===== src/rtl/sorted_drain.sv =====
// Sort-network consumer: captures one NUM-value frame and replays it as a
// descending serial stream. Optional order checker under SORTED_DRAIN_CHECK_EN.
module sorted_drain #(
    parameter int DATA_W = 10,
    parameter int NUM    = 6,
    localparam int IDX_W = (NUM > 1) ? $clog2(NUM) : 1
) (
    input  logic                  clk,
    input  logic                  rst_n,
    input  logic                  in_valid,
    output logic                  in_ready,
    input  logic [NUM*DATA_W-1:0] in_data,
    output logic                  out_valid,
    input  logic                  out_ready,
    output logic [DATA_W-1:0]     out_data,
    output logic [IDX_W-1:0]      out_idx,
    output logic                  out_last,
    output logic                  busy,
    output logic [7:0]            frame_cnt,
    output logic                  order_err
);

    localparam logic [0:0] IDLE = 1'b0;
    localparam logic [0:0] SEND = 1'b1;
    localparam logic [IDX_W-1:0] LAST_IDX = IDX_W'(NUM - 1);

    logic [0:0]                   state;
    logic [NUM-1:0][DATA_W-1:0]   buffer;
    logic [IDX_W-1:0]             next_idx;
    logic                         capture;

    assign in_ready = (state == IDLE);
    assign capture  = in_ready && in_valid;
    assign next_idx = out_idx + 1'b1;

    always_ff @(posedge clk or negedge rst_n) begin
        if (!rst_n) begin
            state     <= IDLE;
            buffer    <= '0;
            out_valid <= 1'b0;
            out_data  <= '0;
            out_idx   <= '0;
            out_last  <= 1'b0;
            busy      <= 1'b0;
            frame_cnt <= '0;
        end else if (state == IDLE) begin
            if (in_valid) begin
                // First beat comes straight from the bus; the buffer is loaded on this same edge.
                buffer    <= in_data;
                state     <= SEND;
                out_valid <= 1'b1;
                out_data  <= in_data[DATA_W-1:0];
                out_idx   <= '0;
                out_last  <= (NUM == 1);
                busy      <= 1'b1;
            end
        end else if (out_ready) begin
            if (out_idx == LAST_IDX) begin
                state     <= IDLE;
                out_valid <= 1'b0;
                out_last  <= 1'b0;
                busy      <= 1'b0;
                out_idx   <= '0;
                frame_cnt <= frame_cnt + 8'd1;
            end else begin
                out_idx   <= next_idx;
                out_data  <= buffer[next_idx];
                out_last  <= (next_idx == LAST_IDX);
            end
        end
    end

`ifdef SORTED_DRAIN_CHECK_EN
    logic unsorted;

    // Any adjacent pair rising towards the small end means the sorter misbehaved.
    always_comb begin
        unsorted = 1'b0;
        for (int k = 0; k < NUM - 1; k++) begin
            if (in_data[k*DATA_W +: DATA_W] < in_data[(k+1)*DATA_W +: DATA_W])
                unsorted = 1'b1;
        end
    end

    always_ff @(posedge clk or negedge rst_n) begin
        if (!rst_n)
            order_err <= 1'b0;
        else if (capture && unsorted)
            order_err <= 1'b1;
    end
`else
    logic unused_capture;
    assign unused_capture = capture;
    assign order_err      = 1'b0;
`endif

endmodule


===== config.mk =====
export PLATFORM = sky130hd
export DESIGN_NAME = sorted_drain
export DESIGN_NICKNAME = d
export VERILOG_FILES = /design/src/rtl/sorted_drain.sv
export SDC_FILE = /design/constraint.sdc
export NUM_CORES = 1
export LEC_CHECK = 0
export ABC_AREA = 1
export CAP_MARGIN = 20
export CELL_PAD_IN_SITES_DETAIL_PLACEMENT = 0
export CELL_PAD_IN_SITES_GLOBAL_PLACEMENT = 1
export CORE_UTILIZATION = 37
export CTS_CLUSTER_SIZE = 16
export DETAILED_ROUTE_END_ITERATION = 6
export MAX_ROUTING_LAYER = met4
export PLACE_DENSITY_LB_ADDON = 0.1
export SKIP_LAST_GASP = 1
export SYNTH_ARGS = -nofsm -noshare
export SYNTH_HDL_FRONTEND = slang
export SYNTH_SLANG_ARGS = --single-unit

===== constraint.sdc =====
create_clock -name clk -period 2 [get_ports clk]
set_input_delay 0.3 -clock clk [delete_from_list [all_inputs] [get_ports clk]]
set_output_delay 0.3 -clock clk [all_outputs]
set_load 0.02 [all_outputs]

==> flow_metrics.tcl, run 1 <==
set metrics [dict create \
    cts_tree "yes" \
    syn_to_final_growth_pct 32.0 \
    cellLeakagePower_nw 2.81 \
    ctsHtreeMaxLevel 3 \
    yosys-top-cells-area "dfrtp_1 (50%), nand2_1 (19%), inv_1 (7.1%)" \
    hold_start "buffer[46]$_DFFE_PN0P_" \
    ys_seq_area_frac 0.501 \
    grt_pass1_wl_um 17300 \
    max_freq_mhz 553 \
    viasPerCell 4.46 \
    ys_types 27 \
    finalSetupViolations 0 \
    cts.sinks 84 \
    dp_hpwl_um 7400 \
    wire_per_inst_um 13.4 \
    drt-total-wl_um 10500 \
    synth_edf_count 0 \
    ff2ff_setup_slack_ps 390 \
    die_y_um 108 \
    drive_above_1_share 0.0715 \
    clk_pin_slew_ps 60 \
    slew_viol_final 0 \
    core-area_um2 10900 \
    antennaDiodeCount 0 \
    reg2reg_to "out_data[6]$_DFFE_PN0P_" \
    dr_total_vias 3493 \
    start_util 0.383 \
    holdPathEnd "buffer[46]$_DFFE_PN0P_" \
    ys.flop_type "dfrtp_1" \
    syn-instance-count 558 \
    hold_path_depth 2 \
    crit_type "flip-flop to output port" \
    antenna_left 0 \
    crit_path_cell_trace "inv_2, clkdlybuf4s50_1" \
    dieArea_um2 11800 \
    power_density_nw_per_um2 1560 \
    row_count 38 \
    hold_viol 0 \
    synthesis.area_um2 4190 \
    critical_path_arrival_ps 1510 \
    hp-class "flip-flop to flip-flop" \
    rsz0062_at_grt "false" \
    grt_start_max_net_pins 85 \
    yosys.area.top_type_share 0.501 \
    first_global_vias 3494 \
    crit_path_end_kind "output port" \
    syn_area_per_cell_um2 7.51 \
    synth_top_area_cell "dfrtp_1" \
    post-route-min-period_ps 1810 \
    slowest_delay_ps 600 \
    clock_path_buffers 2 \
    grt_antenna_before_repair 0 \
    status "finished, final reports clean" \
    ir_worst_vdd_uv 700 \
    timing.setup.tns_ps 0 \
    drt_first_pass_iters 4 \
    syn_nets 626 \
    clock_latency_ps 330 \
    cts_root_buf "clkbuf_16" \
    rr_startpoint "out_idx[0]$_DFFE_PN0P_" \
    drc_errors 0 \
    overflow 0 \
    cts_buffers 9 \
    period_share 0.904 \
    ys_ff_latch 84 \
    nets 708 \
    cap_violations 0 \
    r2r_cells 10 \
    finish.utilization 0.506 \
    die_x_um 108 \
    cp_slowest_cell "clkdlybuf4s50_1" \
    grt_usage 0.198 \
    synthArstFlopShare 1.00 \
    layout_commonest_cell "nand2_1" \
    numPortBuffers 88 \
    first_iter_violations 197 \
    mostFrequentLayoutCells "nand2_1 (212), clkdlybuf4s50_1 (86), dfrtp_1 (84)" \
    yosysWarnings 0 \
    finalPower_mw 8.61 \
    place.gp.congestion 0.811 \
    fin_skew_ps 5.00 \
    pin_count 90 \
    critPathLaunchType "flip-flop" \
    cp.required_ps 1700 \
    critPathMaxFanout 4 \
]
==> worst max-delay path by stage <==
stage                     depth (start not counted)              startpoint                       to
after global routing                              2         state$_DFF_PN0_                 in_ready
after detailed placement                          6                in_valid   out_idx[2]$_DFFE_PN0P_
after floorplan                                  11  out_idx[0]$_DFFE_PN0P_  out_data[0]$_DFFE_PN0P_
after global placement                           10  out_idx[1]$_DFFE_PN0P_  out_data[2]$_DFFE_PN0P_
final                                             2         state$_DFF_PN0_                 in_ready
after CTS                                         2  out_idx[0]$_DFFE_PN0P_               out_idx[0]
==> worst max-delay path: cells and delay by family (launching register included) <==
family,cells,cell delay (ps)
flops,1,480
buf+inv,2,710
==> cells by family (layout without fill, tap and decap cells) <==
| logic type | count (synthesis) | after routing | synth area share |
|---|---|---|---|
| adder cells (fa/ha/maj) | 4 | 4 | 0.0119 |
| flip-flops | 84 | 84 | 0.501 |
| buffers and inverters | 112 | 197 | 0.114 |
| XOR/XNOR | 6 | 6 | 0.0125 |
| AND/OR/NAND/NOR | 287 | 287 | 0.274 |
| other | 1 | 1 | 0.000895 |
| AO/OA/AOI/OAI | 64 | 64 | 0.0851 |
==> sequential cells by signal, indices dropped and copies added, names as in the netlist <==
| signal | count |
|---|---|
| state | 1 |
| out_last | 1 |
| out_data | 10 |
| busy | 1 |
| out_idx | 3 |
| frame_cnt | 8 |
| buffer | 60 |
==> synthesized netlist by cell type (4+ instances only) <==
| master | n |
|---|---|
| nand2_1 | 212 |
| dfrtp_1 | 84 |
| inv_1 | 79 |
| nor2_1 | 41 |
| o21ai_0 | 41 |
| nand3_1 | 23 |
| buf_2 | 17 |
| o21ai_1 | 11 |
| a21oi_2 | 9 |
| buf_4 | 8 |
| ha_1 | 4 |
| inv_2 | 4 |
| xor2_1 | 4 |
==> timing repair <==
item,in CTS,in global routing
hold buffers,0,1
setup endpoints to repair,0,1
endpoints found under the hold margin,0,1
buffers inserted,0,0
gates resized for setup,0,1
==> metal layers <==
layer,share of wire,track usage,up-vias,routed length (µm)
met5,0,-,-,0
met2,0.46,0.311,65,4810
met4,0.0096,0.0521,0,101
met3,0.037,0.0332,8,387
met1,0.50,0.266,1588,5220
li1,-,-,1832,-
==> layout make-up <==
cell class,instances,area (µm²)
clock buffer,9,225
clock inverter,5,78.8
sequential,84,2100
tap,140,175
inverter,83,312
multi-input combinational,362,1620
fill,1097,5400
timing repair buffer,100,1020
==> report_power, final <==
group	total (mW)	internal [mW]	leakage [nW]	switching (mW)
Clock	1.73	1.08	0.151	0.654
Sequential	2.85	2.49	1.02	0.355
Combinational	4.03	1.55	1.64	2.49
Total	8.61	5.12	2.81	3.50
==> metrics by stage <==
| step | std cells | cell area, µm² | hold slack, ps | setup WS [ps] |
|---|---|---|---|---|
| after floorplan | 558 | 4190 | 4.41 | 194 |
| after global placement | 768 | 5220 | 377 | 389 |
| after detailed placement | 768 | 5220 | 372 | 361 |
| after CTS | 782 | 5520 | 15.1 | 32.1 |
| after global routing | 783 | 5530 | 500 | 140 |
| final | 783 | 5530 | 480 | 191 |
No activity file was read; power rests on OpenSTA's default activity.
==> run 2: changes to the inputs <==
--- a/config.mk
+++ b/config.mk
@@ -14,6 +14,7 @@
 export DETAILED_ROUTE_END_ITERATION = 6
 export MAX_ROUTING_LAYER = met4
 export PLACE_DENSITY_LB_ADDON = 0.1
+export REMOVE_ABC_BUFFERS = 1
 export SKIP_LAST_GASP = 1
 export SYNTH_ARGS = -nofsm -noshare
 export SYNTH_HDL_FRONTEND = slang
==> flow_metrics.tcl, run 2 (same netlist as run 1, synthesis figures left out) <==
set metrics [dict create \
    status "finished, final reports clean" \
    cap_violations 0 \
    critPathLaunchType "flip-flop" \
    cts_setup_buffers 0 \
    antennaDiodeCount 0 \
    dr_total_vias 3592 \
    period_share 0.889 \
    wire_per_inst_um 12.6 \
    first_iter_violations 130 \
    top_regs "buffer x60, out_data x10, frame_cnt x8" \
    max_freq_mhz 562 \
    finalSetupViolations 0 \
    critPathMaxFanout 4 \
    grt_pass1_wl_um 16600 \
    die_x_um 108 \
    final_area_um2 5490 \
    power_density_nw_per_um2 1510 \
    mostFrequentLayoutCells "nand2_1 (212), clkdlybuf4s50_1 (86), dfrtp_1 (84)" \
    post_dp_cell_area_um2 5210 \
    clk_pin_slew_ps 60 \
    dieArea_um2 11800 \
    start_util 0.383 \
    drc_errors 0 \
    worst_hold_slack_ps 401 \
    rsz0062_at_grt "false" \
    timing.setup.tns_ps 0 \
    grt_start_max_net_pins 55 \
    place.gp.congestion 0.767 \
    core-area_um2 10900 \
    cts.sinks 84 \
    cts_buffers 9 \
    viasPerCell 4.58 \
    slew_viol_final 0 \
    cts_root_buf "clkbuf_16" \
    hp-class "input pin to asynchronous set/reset pin" \
    largest_reg_flops 60 \
    drt-total-wl_um 9850 \
    clock_path_buffers 2 \
    grt_antenna_before_repair 0 \
    critical_path_arrival_ps 1480 \
    crit_path_end_kind "output port" \
    overflow 0 \
    numPortBuffers 88 \
    die_y_um 108 \
    hold_viol 0 \
    fin_skew_ps 5.35 \
    nets 709 \
    first_global_vias 3534 \
    drive_above_1_share 0.0713 \
    antenna_left 0 \
    dp_hpwl_um 6840 \
    layout_commonest_cell "nand2_1" \
    post-route-min-period_ps 1780 \
    clock_latency_ps 340 \
    row_count 38 \
    ir_worst_vdd_uv 518 \
    crit_type "flip-flop to output port" \
    pin_count 90 \
    syn_to_final_growth_pct 31.0 \
    drt_first_pass_iters 4 \
    top_register "buffer" \
    cp.required_ps 1700 \
    ctsHtreeMaxLevel 3 \
    cts_tree "yes" \
    grt_usage 0.191 \
    cellLeakagePower_nw 2.79 \
]
[run 2: changes by cell type in the layout (fill, tap and decap cells not counted)]
cell            delta
dlymetal6s2s_1     -1
clkinv_4           -1
bufinv_16          -2
clkbuf_1           +2
clkbuf_8           +2
buf_12             -1
buf_4              +2
dlygate4sd2_1      +1
[run 2: where the power goes]
part           internal (mW)  switching (mW)  leakage (nW)
sequential              2.49           0.336          1.02
clock                  0.899           0.640         0.135
combinational           1.52            2.38          1.64
total                   4.91            3.36          2.79
[run 2: area by class of cell]
type | count | area (µm²)
fill | 1111 | 5450
clock buffer | 13 | 260
sequential | 84 | 2100
clock inverter | 2 | 10.0
tap | 140 | 175
multi-input combinational | 362 | 1620
timing repair buffer | 101 | 1010
inverter | 83 | 312
[run 2: repair_timing]
action,CTS,global route
hold endpoints to repair,20,0
hold buffers,1,0
setup endpoints to repair,1,0
gates resized for setup,1,0
[run 2: worst max-delay path, cell delays in order (launching register included)]
cell and delay, ps:
dfrtp_1 440, inv_2 100, clkdlybuf4s50_1 600
[run 2: stage by stage]
step	total power, mW	setup WS [ps]	cells	utilization
2_1_floorplan	5.31	-1390	529	-
3_3_place_gp	6.73	315	769	0.476
3_5_place_dp	6.81	285	769	0.476
4_1_cts	8.39	196	785	0.502
5_1_grt	9.06	38.5	785	0.502
6_report	8.27	221	785	0.502
[run 2: path summary, 6_finish.rpt]
kind,start,end,slack [ps],cells past startpoint
worst min-delay path,rst_n,buffer[17]$_DFFE_PN0P_,400,2
min in group clk,buffer[40]$_DFFE_PN0P_,buffer[40]$_DFFE_PN0P_,470,2
worst max register to register,out_idx[0]$_DFFE_PN0P_,out_data[1]$_DFFE_PN0P_,250,9
worst max-delay path,state$_DFF_PN0_,in_ready,220,2
max in group asynchronous,rst_n,buffer[56]$_DFFE_PN0P_,980,3
worst min register to register,buffer[40]$_DFFE_PN0P_,buffer[40]$_DFFE_PN0P_,470,2
[run 2: routing by layer]
metal | part of all wire | wire length (µm) | GRT usage | vias up
met2 | 0.47 | 4620 | 0.310 | 63
met4 | 0.016 | 155 | 0.0811 | 0
met5 | 0 | 0 | - | -
li1 | - | - | - | 1844
met3 | 0.035 | 341 | 0.0259 | 11
met1 | 0.48 | 4740 | 0.239 | 1674
